--- src/rtl/pps_interval_generator.sv ---
// ---------------------------------------------------------------------------
// pps_interval_generator
//
// Counts sample beats and emits a one-cycle tick each time N beats have been
// seen, keeping a running count of ticks ("seconds") since the last start.
// Supports hold (freeze counting), abort (back to idle), restart, and a
// one-shot mode that stops after the first tick.
//
// Ports:
//   axis_aclk       clock, all logic on the rising edge
//   axis_aresetn    asynchronous active-low reset
//   i_sample_valid  one sample beat per high cycle
//   i_start         pulse: (re)start counting, latches i_interval/i_one_shot
//   i_abort         pulse: return to idle, seconds retained
//   i_hold          level: freeze counting while high (RUN <-> HOLD)
//   i_one_shot      level, sampled at start: stop after the first tick
//   i_interval      samples per tick N (0 is treated as 1)
//   o_tick          one-cycle pulse per completed interval
//   o_sec_wrap      one-cycle pulse, coincident with the tick that wraps o_seconds
//   o_seconds       ticks since start
//   o_sample_count  beats counted in the current interval
//   o_busy          high in RUN or HOLD
//   o_hold          high in HOLD
//   o_done          high in DONE
// ---------------------------------------------------------------------------
module pps_interval_generator #(
  parameter int CNT_W = 32,
  parameter int SEC_W = 32
) (
  input  logic             axis_aclk,
  input  logic             axis_aresetn,
  input  logic             i_sample_valid,
  input  logic             i_start,
  input  logic             i_abort,
  input  logic             i_hold,
  input  logic             i_one_shot,
  input  logic [CNT_W-1:0] i_interval,
  output logic             o_tick,
  output logic             o_sec_wrap,
  output logic [SEC_W-1:0] o_seconds,
  output logic [CNT_W-1:0] o_sample_count,
  output logic             o_busy,
  output logic             o_hold,
  output logic             o_done
);

  typedef enum logic [1:0] {IDLE, RUN, HOLD, DONE} state_t;

  state_t           state;
  logic [CNT_W-1:0] n_active;
  logic             one_shot_active;

  // Interval value to be latched at start or at a tick boundary; zero maps to
  // one so that every beat ticks.
  logic [CNT_W-1:0] n_load;
  logic             last_beat;
  logic             running;

  assign n_load    = (i_interval == '0) ? CNT_W'(1) : i_interval;
  assign last_beat = (o_sample_count == n_active - CNT_W'(1));
  assign running   = (state == RUN) || (state == HOLD);

  always_ff @(posedge axis_aclk or negedge axis_aresetn) begin
    if (!axis_aresetn) begin
      state           <= IDLE;
      n_active        <= CNT_W'(1);
      one_shot_active <= 1'b0;
      o_tick          <= 1'b0;
      o_sec_wrap      <= 1'b0;
      o_seconds       <= '0;
      o_sample_count  <= '0;
      o_busy          <= 1'b0;
      o_hold          <= 1'b0;
      o_done          <= 1'b0;
    end else begin
      o_tick     <= 1'b0;
      o_sec_wrap <= 1'b0;

      if (i_abort) begin
        // Abort wins over everything; seconds deliberately kept for readout.
        state          <= IDLE;
        o_sample_count <= '0;
        o_busy         <= 1'b0;
        o_hold         <= 1'b0;
        o_done         <= 1'b0;
      end else if (i_start) begin
        // Start from any state, including a restart while running.
        state           <= RUN;
        o_sample_count  <= '0;
        o_seconds       <= '0;
        n_active        <= n_load;
        one_shot_active <= i_one_shot;
        o_busy          <= 1'b1;
        o_hold          <= 1'b0;
        o_done          <= 1'b0;
      end else if (running) begin
        if (i_hold) begin
          // Beats seen while hold is high are dropped, even a completing one.
          state  <= HOLD;
          o_hold <= 1'b1;
        end else begin
          state  <= RUN;
          o_hold <= 1'b0;
          if (i_sample_valid) begin
            if (last_beat) begin
              o_sample_count <= '0;
              o_seconds      <= o_seconds + SEC_W'(1);
              o_tick         <= 1'b1;
              o_sec_wrap     <= &o_seconds;
              // A new interval only takes effect at the tick boundary.
              n_active       <= n_load;
              if (one_shot_active) begin
                state  <= DONE;
                o_busy <= 1'b0;
                o_done <= 1'b1;
              end
            end else begin
              o_sample_count <= o_sample_count + CNT_W'(1);
            end
          end
        end
      end
      // IDLE and DONE hold their state: beats and hold are ignored there.
    end
  end

endmodule

--- config.mk ---
export PLATFORM = sky130hd
export DESIGN_NAME = pps_interval_generator
export DESIGN_NICKNAME = d
export VERILOG_FILES = /design/src/rtl/pps_interval_generator.sv
export SDC_FILE = /design/constraint.sdc
export NUM_CORES = 1
export LEC_CHECK = 0
export BUFFER_PORTS_ARGS = -buffer_cell sky130_fd_sc_hd__buf_4
export CAP_MARGIN = 15
export CORE_MARGIN = 3
export CORE_UTILIZATION = 31
export DETAILED_ROUTE_END_ITERATION = 7
export SYNTH_ARGS = -nofsm -noshare
export SYNTH_HDL_FRONTEND = slang
export SYNTH_SLANG_ARGS = --single-unit
--- constraint.sdc ---
create_clock -name axis_aclk -period 10.3 [get_ports axis_aclk]
set_input_delay 3.09 -clock axis_aclk [delete_from_list [all_inputs] [get_ports axis_aclk]]
set_output_delay 3.09 -clock axis_aclk [all_outputs]
set_load 0.02 [all_outputs]
==> flow_summary.ini, run 1 <==
[synthesis]
synth_nets = 773
synth-edff-count = 0
ys_seq_area_share_pct = 41.80
ys_ff_latch = 104
yosysWarnings = 0
syn_inst = 731
synthArstFlopShare_pct = 100.0
ys_types = 64
synthesis.area_mm2 = 0.006230
syn_avg_cell_area_um2 = 8.522
synth_flop_cell = dfrtp_1

[clock_tree]
cts_root_buf = clkbuf_16
clockBufferDepth = 2
path_clk_slew_ns = 0.08
postCtsSetupRepairBufs = 0
cts_tree = done
h-tree-depth = 3
clock_sinks = 104
clk_latency_ns = 0.35
hold_buffers = 0
cts_resized = 0
cts_buffers = 9

[sta]
tightest_slew_ns = 1.051
hold_viol_final = 0
setup_viol = 0
fmax_mhz = 170.7
setup-tns-final_ns = 0
timing.final.crit_share_pct = 56.87
drv_slew = 0
finClkSkew_ns = 0.007171
slew_headroom_pct = 29.96
finalWorstSetupSlack_ns = 4.442
rsz0062_at_grt = no
period_needed_ns = 5.858

[placed_design]
dp_hpwl_mm = 13.77
place_congestion = 0.8987
placed_area_mm2 = 0.007284
post-place-ws_ns = 4.106
numPortBuffers = 107

[global_routing]
grt_pass1_vias = 5366
gr-total-overflow = 0
grt_pass1_wl_mm = 29.84
globalRouteTotalUtil_pct = 16.96
antenna_found_initial = 0
grt_start_max_net_pins = 71

[route]
wl_met2_mm = 8.424
drc = 0
route.met3.wl_um = 754
drt-vias-per-instance = 5.204
routed_wl_mm = 18.47
num_vias = 5693
highest_layer = met4
postRouteAntennaNets = 0
drtIter0Drc = 436
drt-met1-wl_mm = 8.757
wl_per_cell_um = 16.88
firstDrtPassIters = 5

[worst_setup_path]
cp_max_fo = 59
end_kind = flop
cp_data_required_time_ns = 10.57
worst_ep_arrival_time_ns = 6.13
reg2reg_slack_ns = 4.96
cp-start-kind = input pin
crit_type = in -> reg

[die]
chipWidth_um = 147.8
initial_core_util_pct = 31.80
die_area_mm2 = 0.02183
fp-row-count = 51
die_y_um = 147.8
core-area_mm2 = 0.01959
io_pins = 108

[cells_and_area]
final_nets = 866
fin_area_mm2 = 0.007589
syn2layout_area_growth_pct = 21.81
n_antenna_cell = 0
layout-drive-gt1-share_pct = 17.49

[run_status]
outcome = complete, no violations

[run]
drv_cap = 0

[power]
ir_worst_vdd_uv = 69.52
power_uw = 962.4
p_per_area_mw_per_mm2 = 126.8
p_leak_nw = 3.217

[worst_hold_path]
min_path_type = reg -> reg
[cell usage in the layout, fill, tap and decap left out, types with 5 or more instances in the layout]
cell type | Yosys | final
inv_1 | 13 | 13
xnor2_1 | 44 | 44
nand2b_1 | 9 | 9
buf_4 | 3 | 114
o41ai_1 | 5 | 5
xor2_1 | 37 | 37
or3_1 | 15 | 15
nor4_1 | 19 | 19
clkbuf_16 | 0 | 9
nand4_1 | 22 | 22
nand3_1 | 32 | 32
or4_1 | 13 | 13
nand2_1 | 137 | 137
o31ai_1 | 9 | 9
nor3_1 | 14 | 14
and2_1 | 7 | 6
and3_1 | 19 | 19
a21oi_1 | 23 | 23
nor2_1 | 77 | 77
dfrtp_1 | 103 | 103
o21ai_0 | 20 | 20
o211ai_1 | 10 | 10
[metrics by stage]
step / std cells / hold WS [ns] / utilization [%]
2_1_floorplan: 731 / 0.4583 / -
3_3_place_gp: 1078 / 0.4821 / 37.18
3_5_place_dp: 1078 / 0.4949 / 37.18
4_1_cts: 1094 / 0.5121 / 38.74
5_1_grt: 1094 / 0.5343 / 38.74
6_report: 1094 / 0.5109 / 38.74
[worst paths after layout]
kind | endpoint | start | depth (start not counted)
setup / recovery | o_seconds[13] | i_hold | 8
max in group asynchronous | o_sample_count[19] | axis_aresetn | 2
setup reg to reg | o_seconds[13] | n_active[14] | 9
min in group asynchronous | o_hold | axis_aresetn | 1
hold / removal | o_done | o_done | 1
hold reg to reg | o_done | o_done | 1
[synth_stat cells (4+ instances only)]
cell / n / area (µm²)
a2111oi_0: 4 / 35.03
a21oi_1: 23 / 115.1
and2_1: 7 / 43.79
and3_1: 19 / 118.9
buf_2: 4 / 20.02
clkbuf_1: 24 / 90.09
dfrtp_1: 103 / 2577
inv_1: 13 / 48.80
nand2_1: 137 / 514.2
nand2b_1: 9 / 56.30
nand3_1: 32 / 160.2
nand4_1: 22 / 137.6
nor2_1: 77 / 289.0
nor3_1: 14 / 70.07
nor4_1: 19 / 118.9
nor4b_1: 4 / 35.03
o211ai_1: 10 / 75.07
o21ai_0: 20 / 100.1
o22ai_1: 4 / 25.02
o31ai_1: 9 / 67.56
o41ai_1: 5 / 43.79
or3_1: 15 / 93.84
or4_1: 13 / 97.59
xnor2_1: 44 / 385.4
xor2_1: 37 / 324.1
[critical path, stage by stage]
cell,delay [ns]
buf_4,0.12
nor2_1,0.12
o21ai_0,0.16
nor4_1,0.27
nand4_1,0.72
and2_2,0.88
or4_1,0.61
a21oi_1,0.16
[layer usage]
metal,up-vias,track usage (%)
met5,-,0
met4,0,6.431
met3,27,2.238
met2,133,25.51
met1,2762,24.88
li1,2771,-
[sequential cells by signal (all words and copies together), names as in the netlist]
register	count
one_shot_active	1
o_seconds	32
o_sec_wrap	1
o_hold	1
o_done	1
n_active	32
o_tick	1
state	2
o_busy	1
o_sample_count	32
[cell families after synthesis]
logic type               after synthesis  synth area share [%]
AND/OR/NAND/NOR                      394                 31.81
flip-flops                           104                 41.80
AO/OA/AOI/OAI                         99                 10.60
XOR/XNOR                              81                 11.39
buffers and inverters                 45                 2.973
multiplexers                           4                0.6628
adder cells (fa/ha/maj)                4                0.7633
[power by group]
| part | internal, mW | total [mW] | switching [mW] |
|---|---|---|---|
| clock network | 0.198 | 0.362 | 0.164 |
| logic | 0.0573 | 0.147 | 0.0900 |
| registers | 0.425 | 0.453 | 0.0274 |
[cell type report]
| class | instances | area (µm²) |
|---|---|---|
| Fill cell | 2048 | 12000 |
| Multi-Input combinational cell | 582 | 3445 |
| Sequential cell | 104 | 2604 |
| Timing Repair Buffer | 114 | 855.8 |
| Tap cell | 265 | 331.6 |
| Clock buffer | 11 | 242.7 |
| Clock inverter | 5 | 61.31 |
| Inverter | 13 | 48.80 |
Note: power is estimated with default switching activity, not from simulation.
==> inputs of run 2 (changes only) <==
clock period = 5.9 ns   (was 10.3 ns; I/O delays follow)
==> run 2 against run 1 <==
- routed wire length increased by 0.19%
- setup slack got worse by 3.2 ns
- via count increased by 1.1%
- global-route usage about the same
- sequential share of layout area about the same
- clock skew increased by 0.0023 ns
- sequential power increased by 75%
- critical path depth increased by 4
- first-iteration DRC count decreased by 14%
- register-to-register slack got worse by 3.7 ns
- count of clock-buffer cells in the layout decreased by 1
- clock power increased by 80%
- critical path type is now reg -> reg
- highest routed layer unchanged
==> flow_summary.ini, run 2 (synthesis gave the netlist of run 1 again) <==
[run_status]
outcome = complete, no violations

[worst_setup_path]
end_kind = flop
cpMaxStageDelayCell = nor3b_1
critPathMaxStageDelay_ns = 0.87
crit_type = reg -> reg
cp_max_fo = 59
cp_data_required_time_ns = 6.19
worst_ep_arrival_time_ns = 4.97
cp-start-kind = flop
crit_chain = inv_1, ha_1, nor3b_1, nand3_1, nor4_2, xnor2_1, nor4_1, nand4_1, buf_4, and2_2, or4_1, a21oi_1

[clock_tree]
postCtsSetupRepairBufs = 0
clk_latency_ns = 0.36
clockBufferDepth = 2
hold_buffers = 0
cts_root_buf = clkbuf_16
h-tree-depth = 3
cts_buffers = 9
cts_tree = done
cts_resized = 0
clock_sinks = 104
path_clk_slew_ns = 0.07

[cells_and_area]
final_common_cell = nand2_1
final_nets = 865
top_regs = n_active x32, o_sample_count x32, o_seconds x32
syn2layout_area_growth_pct = 21.97
n_antenna_cell = 0
layout-drive-gt1-share_pct = 17.51
final_cell_mix = 137 x nand2_1, 113 x buf_4, 103 x dfrtp_1

[power]
p_per_area_mw_per_mm2 = 223.8
ir_worst_vdd_uv = 135.0
p_leak_nw = 3.219
power_mw = 1.701

[route]
postRouteAntennaNets = 0
routed_wl_mm = 18.50
drt-vias-per-instance = 5.263
num_vias = 5753
firstDrtPassIters = 5
drtIter0Drc = 373
drc = 0
wl_per_cell_um = 16.93

[global_routing]
globalRouteTotalUtil_pct = 16.93
gr-total-overflow = 0
grt_pass1_vias = 5470
grt_start_max_net_pins = 65
grt_pass1_wl_mm = 29.70
antenna_found_initial = 0

[die]
die_y_um = 147.8
core-area_mm2 = 0.01959
chipWidth_um = 147.8
io_pins = 108
die_area_mm2 = 0.02183
initial_core_util_pct = 31.80
fp-row-count = 51

[worst_hold_path]
min_path_type = reg -> reg

[sta]
timing.final.crit_share_pct = 79.32
setup_viol = 0
finalWorstSetupSlack_ns = 1.220
hold_viol_final = 0
drv_slew = 0
fmax_mhz = 213.7
period_needed_ns = 4.680
rsz0062_at_grt = no
slew_headroom_pct = 30.01
setup-tns-final_ns = 0
tightest_slew_ns = 1.050
finClkSkew_ns = 0.009468

[run]
drv_cap = 0

[placed_design]
dp_hpwl_mm = 13.75
place_congestion = 0.8860
numPortBuffers = 107
post-place-ws_ns = 1.274
[run 2: changes by cell type in the layout (fill, tap and decap cells not counted), sizes merged]
cell / before / now
bufinv: 1 / 2
clkinv: 1 / 3
clkbuf: 11 / 10
inv: 16 / 13
buf: 114 / 113
clkinvlp: 0 / 1
[run 2: layer usage]
| metal | global-route usage (%) | share of wire [%] | vias up |
|---|---|---|---|
| met4 | 7.549 | 3.0 | 0 |
| met5 | 0 | 0 | - |
| met2 | 26.89 | 47 | 141 |
| li1 | - | - | 2783 |
| met1 | 22.89 | 46 | 2793 |
| met3 | 2.667 | 4.2 | 36 |
[run 2: layout make-up]
class / count / area [µm²]
clock buffer: 10 / 239.0
clock inverter: 6 / 82.58
fill: 2038 / 11990
inverter: 13 / 48.80
multi-input combinational: 582 / 3445
sequential: 104 / 2604
tap: 265 / 331.6
timing repair buffer: 113 / 848.3
[run 2: power by group]
group / switching (mW) / internal (mW) / total (mW)
clock network: 0.271 / 0.381 / 0.652
logic: 0.157 / 0.0984 / 0.255
registers: 0.0502 / 0.743 / 0.793
total: 0.478 / 1.22 / 1.70
[run 2: final timing paths]
check | startpoint | end | slack [ns] | cells past startpoint
min in group asynchronous | axis_aresetn | o_done | 1.54 | 1
hold / removal | n_active[31] | n_active[31] | 0.50 | 2
hold reg to reg | n_active[31] | n_active[31] | 0.50 | 2
setup reg to reg | n_active[1] | o_seconds[31] | 1.22 | 12
max in group asynchronous | axis_aresetn | o_sample_count[20] | 3.31 | 2
setup / recovery | n_active[1] | o_seconds[31] | 1.22 | 12
[run 2: critical path, delay by kind of cell (launching register included)]
kind | cells | cell delay, ns
flip-flops | 1 | 0.42
AO/OA/AOI/OAI | 1 | 0.16
adder cells (fa/ha/maj) | 1 | 0.24
buffers and inverters | 2 | 0.33
AND/OR/NAND/NOR | 7 | 3.29
XOR/XNOR | 1 | 0.15
[run 2: per-stage QoR]
stage	instance area (µm²)	std cells	hold WS, ns	utilization [%]
finish	7599	1093	0.4979	38.79
global route	7599	1093	0.5255	38.79
CTS	7599	1093	0.5032	38.79
detailed placement	7277	1077	0.4874	37.15
global placement	7277	1077	0.4736	37.15
floorplan	6230	731	0.4583	-
